$ cat config.mk
export PLATFORM = sky130hd
export DESIGN_NAME = inst_loader
export DESIGN_NICKNAME = d
export VERILOG_FILES = /design/src/rtl/inst_pkg.sv /design/src/rtl/inst_mem.sv /design/src/rtl/inst_loader.sv
export SDC_FILE = /design/constraint.sdc
export NUM_CORES = 1
export LEC_CHECK = 0
export BUFFER_PORTS_ARGS = -buffer_cell sky130_fd_sc_hd__buf_2
export CAP_MARGIN = 10
export CELL_PAD_IN_SITES_DETAIL_PLACEMENT = 0
export CELL_PAD_IN_SITES_GLOBAL_PLACEMENT = 2
export CORE_MARGIN = 2
export CORE_UTILIZATION = 45
export CTS_BUF_LIST = sky130_fd_sc_hd__clkbuf_16
export CTS_CLUSTER_DIAMETER = 60
export DETAILED_ROUTE_END_ITERATION = 7
export PLACE_DENSITY_LB_ADDON = 0.1
export SYNTH_ARGS = -nofsm -noshare
export SYNTH_HDL_FRONTEND = slang
export SYNTH_SLANG_ARGS = --single-unit
export TNS_END_PERCENT = 1
$ cat constraint.sdc
create_clock -name clk -period 2.17 [get_ports clk]
set_input_delay 0.434 -clock clk [delete_from_list [all_inputs] [get_ports clk]]
set_output_delay 0.434 -clock clk [all_outputs]
set_load 0.03 [all_outputs]
$ cat src/rtl/inst_pkg.sv
// Shared definitions for the instruction loader.
//
// Holds the default geometry of the instruction store and the loader FSM
// state encoding.  Both inst_loader and inst_mem import this package.
package inst_pkg;

    localparam int INST_AW    = 4;   // instruction address width
    localparam int INST_DW    = 8;   // instruction word width
    localparam int INST_DEPTH = 16;  // number of instruction words

    // Loader FSM states.
    typedef enum logic [1:0] {
        IDLE = 2'd0,
        LOAD = 2'd1,
        DONE = 2'd2
    } state_t;

endpackage

$ cat src/rtl/inst_mem.sv
// Instruction storage array.
//
// DEPTH x DW words with one synchronous write port and one asynchronous
// read port.  Contents are deliberately not reset; the loader hides them
// until a load has completed.
//
// Ports:
//   clk    in   rising-edge clock for the write port
//   we     in   write enable
//   waddr  in   write address (AW bits)
//   wdata  in   write data (DW bits)
//   raddr  in   read address (AW bits)
//   rdata  out  word stored at raddr (combinational)
module inst_mem
    import inst_pkg::*;
#(
    parameter int AW    = INST_AW,
    parameter int DW    = INST_DW,
    parameter int DEPTH = INST_DEPTH
) (
    input  logic          clk,
    input  logic          we,
    input  logic [AW-1:0] waddr,
    input  logic [DW-1:0] wdata,
    input  logic [AW-1:0] raddr,
    output logic [DW-1:0] rdata
);

    logic [DW-1:0] mem [DEPTH];

    always_ff @(posedge clk) begin
        if (we) begin
            mem[waddr] <= wdata;
        end
    end

    assign rdata = mem[raddr];

endmodule

$ cat src/rtl/inst_loader.sv
// Instruction loader: streams DEPTH words into inst_mem over a valid/ready
// port, then exposes them on a combinational read port.
//
// Handshake: in_ready depends only on the FSM state (high exactly in LOAD)
// and never on in_valid.  A word transfers on a rising edge where
// in_valid && in_ready; the source must hold in_data/in_valid until then,
// so nothing is lost while in_ready is low.
//
// Optional feature: define INST_LOADER_CHECKSUM_EN to accumulate a
// modulo-2**DW sum of the transferred words on csum.  Without it csum is
// tied to zero and no adder exists.
//
// Ports:
//   clk        in   rising-edge clock
//   rst        in   synchronous active-low reset
//   load_start in   pulse; starts a load from IDLE or DONE
//   load_abort in   cancels a load in progress (wins over a same-cycle word)
//   in_valid   in   in_data holds a word
//   in_data    in   instruction word (DW bits)
//   in_ready   out  loader accepts a word this cycle
//   load_done  out  all DEPTH words are loaded
//   inst       in   read address (AW bits)
//   instrom    out  word at inst once loaded, else 0
//   csum       out  checksum of loaded words (0 when feature disabled)
//   state      out  current FSM state, for observation
module inst_loader
    import inst_pkg::*;
#(
    parameter int AW    = INST_AW,
    parameter int DW    = INST_DW,
    parameter int DEPTH = INST_DEPTH
) (
    input  logic          clk,
    input  logic          rst,
    input  logic          load_start,
    input  logic          load_abort,
    input  logic          in_valid,
    input  logic [DW-1:0] in_data,
    output logic          in_ready,
    output logic          load_done,
    input  logic [AW-1:0] inst,
    output logic [DW-1:0] instrom,
    output logic [DW-1:0] csum,
    output state_t        state
);

    localparam logic [AW-1:0] LAST_ADDR = AW'(DEPTH - 1);

    state_t        state_q;
    state_t        state_d;
    logic [AW-1:0] wr_addr;
    logic          xfer;
    logic          enter_load;
    logic          last_word;
    logic [DW-1:0] rdata;

    // State register.
    always_ff @(posedge clk) begin
        if (!rst) begin
            state_q <= IDLE;
        end else begin
            state_q <= state_d;
        end
    end

    // Next state and state-derived outputs.
    always_comb begin
        state_d    = state_q;
        in_ready   = 1'b0;
        load_done  = 1'b0;
        enter_load = 1'b0;
        xfer       = 1'b0;
        last_word  = (wr_addr == LAST_ADDR);
        case (state_q)
            IDLE: begin
                if (load_start) begin
                    state_d    = LOAD;
                    enter_load = 1'b1;
                end
            end
            LOAD: begin
                in_ready = 1'b1;
                // Abort wins: the word offered in the same cycle is dropped.
                // load_start is ignored here, so a load never restarts itself.
                if (load_abort) begin
                    state_d = IDLE;
                end else if (in_valid) begin
                    xfer = 1'b1;
                    if (last_word) begin
                        state_d = DONE;
                    end
                end
            end
            DONE: begin
                load_done = 1'b1;
                if (load_start) begin
                    state_d    = LOAD;
                    enter_load = 1'b1;
                end
            end
            default: begin
                state_d = IDLE;
            end
        endcase
    end

    // Write address: cleared on entry to LOAD, wraps to 0 after the last word.
    always_ff @(posedge clk) begin
        if (!rst) begin
            wr_addr <= '0;
        end else if (enter_load) begin
            wr_addr <= '0;
        end else if (xfer) begin
            wr_addr <= last_word ? '0 : wr_addr + 1'b1;
        end
    end

`ifdef INST_LOADER_CHECKSUM_EN
    logic [DW-1:0] csum_q;

    // Wraps naturally at DW bits; holds its value outside transfers.
    always_ff @(posedge clk) begin
        if (!rst) begin
            csum_q <= '0;
        end else if (enter_load) begin
            csum_q <= '0;
        end else if (xfer) begin
            csum_q <= csum_q + in_data;
        end
    end

    assign csum = csum_q;
`else
    assign csum = '0;
`endif

    inst_mem #(
        .AW    (AW),
        .DW    (DW),
        .DEPTH (DEPTH)
    ) u_mem (
        .clk   (clk),
        .we    (xfer),
        .waddr (wr_addr),
        .wdata (in_data),
        .raddr (inst),
        .rdata (rdata)
    );

    // Memory is only visible after a completed load; reset and abort hide it.
    assign instrom = load_done ? rdata : '0;
    assign state   = state_q;

endmodule

## Word level (Yosys, flattened, before mapping)

Memory sizes are Yosys's and may differ from the RTL's.
Index checks and enable logic that the tools add are counted.

| storage, ports and cells | value |
|---|---|
| register bits | 6 |
| bits in latches | 0 |
| RAM bits | 128 |
| ROM bits | 0 |
| output and inout bits | 20 |
| word-level logic and storage cells | 31 |
| memories kept | 1 |

Memories:

| name | depth | bits a word | rd ports | clocked after memory_dff | wr ports | line | text |
|---|---|---|---|---|---|---|---|
| u_mem.mem | 16 | 8 | 1 | 0 | 1 | inst_mem.sv:29 | `logic [DW-1:0] mem [DEPTH];` |

| cells by class | value |
|---|---|
| add/subtract/negate cells | 1 |
| multipliers | 0 |
| divide/modulo/power cells | 0 |
| $lt $le $gt $ge | 0 |
| equality and inequality tests | 6 |
| shift operators | 0 |
| multiplexer cells | 16 |
| bitwise operators | 1 |
| reductions and logical operators | 4 |

Operator list:

| operator | number |
|---|---|
| $mux 1 | 9 |
| $mux 2 | 4 |
| $mux 8 | 1 |
| $ne 3x3->1 const B | 2 |
| $add 4x1->4 const B | 1 |
| $eq 4x4->1 const B | 1 |
| $mux 4 | 1 |
| $pmux 2 s2 | 1 |
| $reduce_or 2->1 | 2 |
| $reduce_and 3->1 | 1 |
| $eq 2x1->1 const B | 1 |
| $eq 2x2->1 const B | 1 |
| $logic_not 2->1 | 1 |
| $ne 2x1->1 const B | 1 |
| $not 1->1 | 1 |

## Longest topological paths before layout

Gate-level depths: netlist of run 1.

| logic depth | value |
|---|---|
| depth in word-level cells | 5 |
| depth in mapped cells | 7 |
| mapped depth without buffers | 5 |

## Hierarchy

A second synthesis of run 1 with hierarchy kept.

| unflattened totals | value |
|---|---|
| cells, all modules | 272 |
| area total of the unflattened synthesis | 5408.9 µm² |

Modules (own cells, without submodules):

| module | instances | cells an instance | area an instance (µm²) | sequential area each (µm²) |
|---|---|---|---|---|
| inst_mem | 1 | 221 | 4987.3 | 3843.7 |
| inst_loader | 1 | 51 | 421.7 | 120.1 |

## Worst setup path before layout of run 1

OpenSTA, ideal clock, no wires.

| path | value |
|---|---|
| path kind | flip-flop to flip-flop |
| start point | register state_q[0] (netlist: state[0]) |
| end point | memory u_mem.mem[15][0] in the netlist's numbering (enable) |
| setup time | 0.393 ns |
| arrival | 2.006 ns |
| data required time | 1.777 ns |
| slack | -0.229 ns |
| stages on the path, launching flop included | 3 |
| clock period less this slack | 2.399 ns |
| cell sequence | dfxtp_1 > nor2b_1 > nor3b_1 |

| between the ends | value |
|---|---|
| cells in the longest elaborated chain, start to end | 4 |

Ends and longest elaborated chain:

| item | line | text |
|---|---|---|
| from (decl) | inst_loader.sv:49 | `state_t state_q;` |
| from (signal assigned) | inst_loader.sv:62 | `state_q <= state_d;` |
| $eq 2x1->1 | inst_loader.sv:74 | `case (state_q)` |
| $mux 1 | inst_loader.sv:74 |  |
| $mux 1 | inst_mem.sv:32 | `if (we) begin` |
| $mux 1 (implied by the code) | inst_mem.sv:33 | `mem[waddr] <= wdata;` |
| to (decl) | inst_mem.sv:29 |  |

Every way passes these cells.

## Worst setup path in the final report of run 1

| path | value |
|---|---|
| start point | register state_q[0] (netlist: state[0]) |
| end point | output instrom[0] |

| between the ends | value |
|---|---|
| cells in the longest elaborated chain, start to end | 3 |

Ends and longest elaborated chain:

| item | line | text |
|---|---|---|
| $eq 2x2->1 | inst_loader.sv:74 |  |
| $mux 1 | inst_loader.sv:74 |  |
| $mux 8 | inst_loader.sv:151 | `assign instrom = load_done ? rdata : '0;` |
| to (decl) | inst_loader.sv:42 | `output logic [DW-1:0] instrom,` |

Every way passes these cells.

==> results of run 1 <==
[cell families after synthesis]
| group | count (synthesis) |
|---|---|
| fa+ha+maj | 4 |
| flops | 134 |
| other cells | 1 |
| xor+xnor | 3 |
| simple gates | 60 |
| mux | 40 |
| buf+inv | 27 |
| compound gates | 26 |
[worst reg2reg max path: stages, from the launching register on]
cell and delay (ns):
dfxtp_2 0.32, buf_4 0.11, nor4bb_1 0.20, buf_4 0.20, nand2_1 0.11, nor3_1 0.19, buf_4 0.24
[power by group through the flow]
stage | Combinational (mW) | Sequential, mW | Clock, mW
final | 0.283 | 2.84 | 2.82
after global placement | 0.240 | 2.89 | 0
after global routing | 0.303 | 2.84 | 2.99
after floorplan | 0.149 | 2.90 | 0
after detailed placement | 0.243 | 2.89 | 0
after CTS | 0.285 | 2.84 | 2.87
[cells in the mapped netlist]
cell,instances,area (um^2)
buf_1,1,3.75
nor3_1,7,35.0
nor4bb_1,1,10.0
buf_6,4,45.0
xnor2_1,1,8.76
nand4_1,3,18.8
nor3b_1,1,7.51
buf_2,6,30.0
a32oi_1,1,8.76
o21a_1,2,15.0
edfxtp_1,128,3840
nor2_1,16,60.1
buf_4,9,67.6
clkbuf_2,2,10.0
mux2i_1,16,160
and3b_1,1,8.76
inv_1,3,11.3
xor2_1,2,17.5
conb_1,1,3.75
ha_1,4,50.1
nor2b_1,3,18.8
nand2b_4,1,13.8
mux4_2,24,541
nand2b_1,3,18.8
a21oi_1,1,5.00
buf_12,1,20.0
o211ai_1,8,60.1
dfxtp_1,6,120
and2_1,2,12.5
a22oi_1,14,105
nand3_1,8,40.0
clkinv_1,1,3.75
nand2_1,14,52.6
[what timing repair did]
action,in CTS,in global routing
endpoints found under the setup margin,8,9
gates resized for setup,32,8
setup buffers,15,1
hold endpoints to repair,0,0
gates cloned,2,0
pin swaps,11,1
[layout make-up]
class | instances | area, um^2
well taps | 147 | 184
clock buffers | 17 | 425
clock inverters | 15 | 165
inverters | 4 | 15.0
repair buffers | 78 | 683
flip-flops and latches | 134 | 3970
multi-input cells | 141 | 1370
fillers | 930 | 5100
[routing by layer]
layer	global-route usage [%]	part of all wire [%]	vias up	wire length, um
li1	-	-	1333	-
met1	28.3	46	1515	5450
met2	31.5	49	68	5840
met3	5.21	4.4	11	520
met4	6.59	1.2	0	138
met5	0	0	-	0
[state kept, by name (all words and copies together), names as in the netlist]
signal,flops
u_mem.mem,128
state,2
wr_addr,4
[per-stage QoR]
step | setup TNS [ns] | std cells | hold WS (ns) | worst slack, ns | utilization (%)
final | -0.346 | 536 | 0.269 | -0.0863 | 57.2
after global routing | -1.04 | 536 | 0.270 | -0.190 | 57.2
after CTS | -0.607 | 535 | 0.247 | -0.101 | 56.8
after detailed placement | -0.875 | 486 | 0.595 | -0.260 | 49.4
after global placement | -0.999 | 486 | 0.591 | -0.269 | 49.4
after floorplan | -0.826 | 302 | 0.533 | -0.223 | -
[worst max path at each step]
stage | slack (ns) | to | depth (start not counted) | start
5_1_grt | -0.19 | instrom[0] | 7 | state[0]
6_report | -0.09 | instrom[0] | 7 | state[0]
4_1_cts | -0.10 | instrom[0] | 7 | state[0]
3_5_place_dp | -0.26 | instrom[4] | 7 | inst[0]
2_1_floorplan | -0.22 | instrom[6] | 7 | state[1]
3_3_place_gp | -0.27 | instrom[4] | 7 | inst[0]
==> out/metrics.yaml, run 1 <==
slowest_stage: "dfxtp_2"
die-width_um: 114
regToRegStartpoint: "state[0]"
floorplan.die_area_um2: 13000
path_clk_slew_ns: 0.06
syn_inst: 295
cts_tree: "done"
antenna_left: 0
drc: 0
outcome: "finished, violations left"
die_h_um: 114
wire_per_inst_um: 22.3
fin_ws_ns: -0.0863
min_period_ns: 2.26
yosysSeqAreaShare_pct: 73.0
drt_wl_total_mm: 11.9
min_path_cells: 2
ys_seq_elements: 134
path_buf_inv: 3
switchingPower_mw: 1.19
postLayoutCellArea_um2: 6810
hp-class: "input port to flip-flop"
grt_pass1_vias: 3023
h-tree-depth: 4
maxCapViolCount: 0
drt_iter0_markers: 227
ys_warn_count: 0
synthAdderAreaFrac_pct: 0.922
layout-drive-gt1-share_pct: 38.8
hpwl_mm: 7.67
antenna_found_initial: 0
cts.path.max_buffers: 2
violations: "negative setup slack"
drt_first_pass_iters: 4
power_mw: 5.94
required_ns: 1.74
placed_cell_area_um2: 5880
syn_area_per_cell_um2: 18.4
finalMaxSlewViolations: 0
ios: 37
worst_setup_path_start_kind: "flip-flop"
layout_common_cells: "128 x edfxtp_1, 48 x buf_4, 24 x mux4_2, 18 x buf_2, 17 x clkbuf_16"
path_cells: "nand2b_4 -> inv_2 -> and2_4 -> buf_12 -> a22oi_2 -> o211ai_1 -> buf_4"
switching_share_pct: 20.0
start_util_pct: 45.6
end_kind: "output pin"
place_congestion: 0.742
grt_max_degree: 17
syn_area_um2: 5430
grt_pass1_wl_mm: 18.4
io_buffers: 28
rows: 40
synth_top_family_by_area: "multiplexers"
worstPathArrival_ns: 1.82
hold_path.startpoint: "rst"
whs_endpoint: "state[0]"
synth_xor_area_share_pct: 0.484
hold_violations: 0
finalSetupViolCount: 8
pwr-share-comb_pct: 4.8
irDropWorstVdd_mv: 0.387
cts_buffers: 17
clock_power_share_pct: 47.5
cp_max_fo: 8
p_leak_nw: 2.36
track_usage_pct: 20.2
cp_top_family: "buffers and inverters"
power.density_nw_per_um2: 872
drt-vias-per-instance: 5.46
yosys.cell_types.count: 33
clkLatencyLatePin_ns: 0.41
vias: 2927
r2r-end: "u_mem.mem[1][7]"
rsz0062_at_grt: "yes"
antenna_cells: 0
p_seq_share_pct: 47.8
final_common_cell: "edfxtp_1"
syn2layout_area_growth_pct: 25.5
r2r_cells: 6
slowest_delay_ns: 0.31
synth_mux_area_share_pct: 12.9
max_freq_mhz: 443
cts-hold-fix-buffers: 0
period_share_pct: 104
p_int_mw: 4.75
synth_compound_area_share_pct: 3.57
worstSetupPathType: "flip-flop to output pin"
core_um2: 11900
r2r_slack_ns: 0.49
fin_skew_ns: 0.00618
overflow: 0
fin_nets: 397
cts_root_buf: "clkbuf_16"
synthSimpleGateAreaFrac_pct: 5.46
cts_sinks: 134
Note: power is estimated with default switching activity, not from simulation.
==> run 2, diff against run 1 <==
==> constraint.sdc (replaced) <==
create_clock -name clk -period 2.17 [get_ports clk]
set_input_delay 0.1085 -clock clk [delete_from_list [all_inputs] [get_ports clk]]
set_output_delay 0.1085 -clock clk [all_outputs]
set_load 0.03 [all_outputs]
==> run 2 against run 1 <==
The flow now finishes without violations. Die area unchanged. Cell area is 6.9% lower. Global-route usage shrank 1.2 points. Critical path depth is 1 lower. Hold slack worse by 0.24 ns. Combinational power shrank 19%. Total power is 5.4% lower. First-iteration DRC count down 8.8%. Critical endpoint is now instrom[7]. Largest power group unchanged. Highest routed layer unchanged.
==> out/metrics.yaml, run 2 (synthesis results as in run 1) <==
outcome: "complete, no violations"
r2r-end: "u_mem.mem[1][2]"
track_usage_pct: 19.0
drc: 0
io_buffers: 28
rows: 40
core_um2: 11900
min_period_ns: 1.96
whs_endpoint: "state[1]"
slowest_stage: "dfxtp_1"
placed_cell_area_um2: 5800
min_path_cells: 3
antenna_cells: 0
p_leak_nw: 2.17
regToRegStartpoint: "state[1]"
cp_max_fo: 16
hp-class: "input port to flip-flop"
layout_common_cells: "128 x edfxtp_1, 28 x buf_2, 24 x mux4_2, 23 x buf_4, 17 x clkbuf_16"
top_register: "u_mem.mem"
hpwl_mm: 7.44
finalSetupViolCount: 0
drt_wl_total_mm: 11.1
die_h_um: 114
cts_root_buf: "clkbuf_16"
cts.path.max_buffers: 2
hold_violations: 0
cts_setup_buffers: 0
hold_path.startpoint: "load_start"
layout-drive-gt1-share_pct: 28.0
power.density_nw_per_um2: 887
drt_iter0_markers: 207
worstPathArrival_ns: 1.85
place_congestion: 0.813
start_util_pct: 45.6
worst_setup_path_start_kind: "flip-flop"
die-width_um: 114
grt_pass1_wl_mm: 17.0
vias: 2708
drt_first_pass_iters: 5
drt-vias-per-instance: 5.33
antenna_found_initial: 0
seq_area_um2: 3960
floorplan.die_area_um2: 13000
max_freq_mhz: 511
wire_per_inst_um: 21.8
final_common_cell: "edfxtp_1"
antenna_left: 0
end_kind: "output pin"
cts_sinks: 134
r2r_cells: 5
slowest_delay_ns: 0.34
n_fill_cell: 977
period_share_pct: 90.2
required_ns: 2.06
postLayoutCellArea_um2: 6340
clkLatencyLatePin_ns: 0.40
grt_max_degree: 24
finalMaxSlewViolations: 0
grt_pass1_vias: 2794
rsz0062_at_grt: "no"
r2r_slack_ns: 0.41
fin_skew_ns: 0.00514
largest_reg_flops: 128
maxCapViolCount: 0
irDropWorstVdd_mv: 0.482
fin_nets: 372
cts_buffers: 17
ios: 37
path_cells: "nand2b_4 -> inv_1 -> and2_4 -> a22oi_1 -> o211ai_1 -> buf_2"
cts_tree: "done"
tns_ns: 0
path_clk_slew_ns: 0.05
syn2layout_area_growth_pct: 16.8
overflow: 0
multiInputGateArea_um2: 1310
worstSetupPathType: "flip-flop to output pin"
h-tree-depth: 4
## run 2: worst max-delay path by stage
stage              from                to  depth (start not counted)  slack, ns
5_1_grt        state[1]        instrom[1]                          6        0.1
4_1_cts        state[0]        instrom[1]                          6       0.09
3_5_place_dp   state[0]        instrom[1]                          6       0.36
2_1_floorplan  state[0]  u_mem.mem[15][0]                          2       0.10
6_report       state[0]        instrom[7]                          6       0.21
3_3_place_gp   state[0]        instrom[1]                          6       0.37
## run 2: cell type report
class	instances	share of cell area, %
clock inverter	12	1.60
multi-input combinational	141	20.6
tap	147	2.90
clock buffer	17	6.71
sequential	134	62.5
inverter	4	0.237
timing repair buffer	53	5.41
## run 2: power breakdown
part           internal [mW]  switching, mW
logic                 0.0817          0.148
clock network           1.63          0.922
registers               2.84        0.00284
## run 2: layer usage
layer	GRT usage (%)	up-vias	part of all wire, %
met5	0	-	0
met4	7.15	0	1.6
met3	5.79	11	4.9
met2	28.5	68	48
met1	26.4	1353	46
li1	-	1276	-
## run 2: worst max-delay path, delay by kind of cell, from the launching register on
family,cells,cell delay [ns]
buf+inv,2,0.33
compound gates,2,0.36
flops,1,0.34
simple gates,2,0.42
## run 2: stage by stage
stage | hold WS (ns) | utilization (%) | worst slack, ns | power, mW | cells
floorplan | 0.207 | - | 0.102 | 3.04 | 302
global placement | 0.346 | 48.7 | 0.374 | 3.12 | 478
detailed placement | 0.354 | 48.7 | 0.357 | 3.13 | 478
CTS | 0.0117 | 53.2 | 0.0927 | 5.68 | 508
global route | 0.0264 | 53.2 | 0.0998 | 5.82 | 508
finish | 0.0291 | 53.2 | 0.212 | 5.62 | 508
## run 2: timing repair
action	in CTS	in global routing
hold buffers	1	0
setup endpoints to repair	4	1
gates resized for setup	1	1
endpoints found under the hold margin	2	0
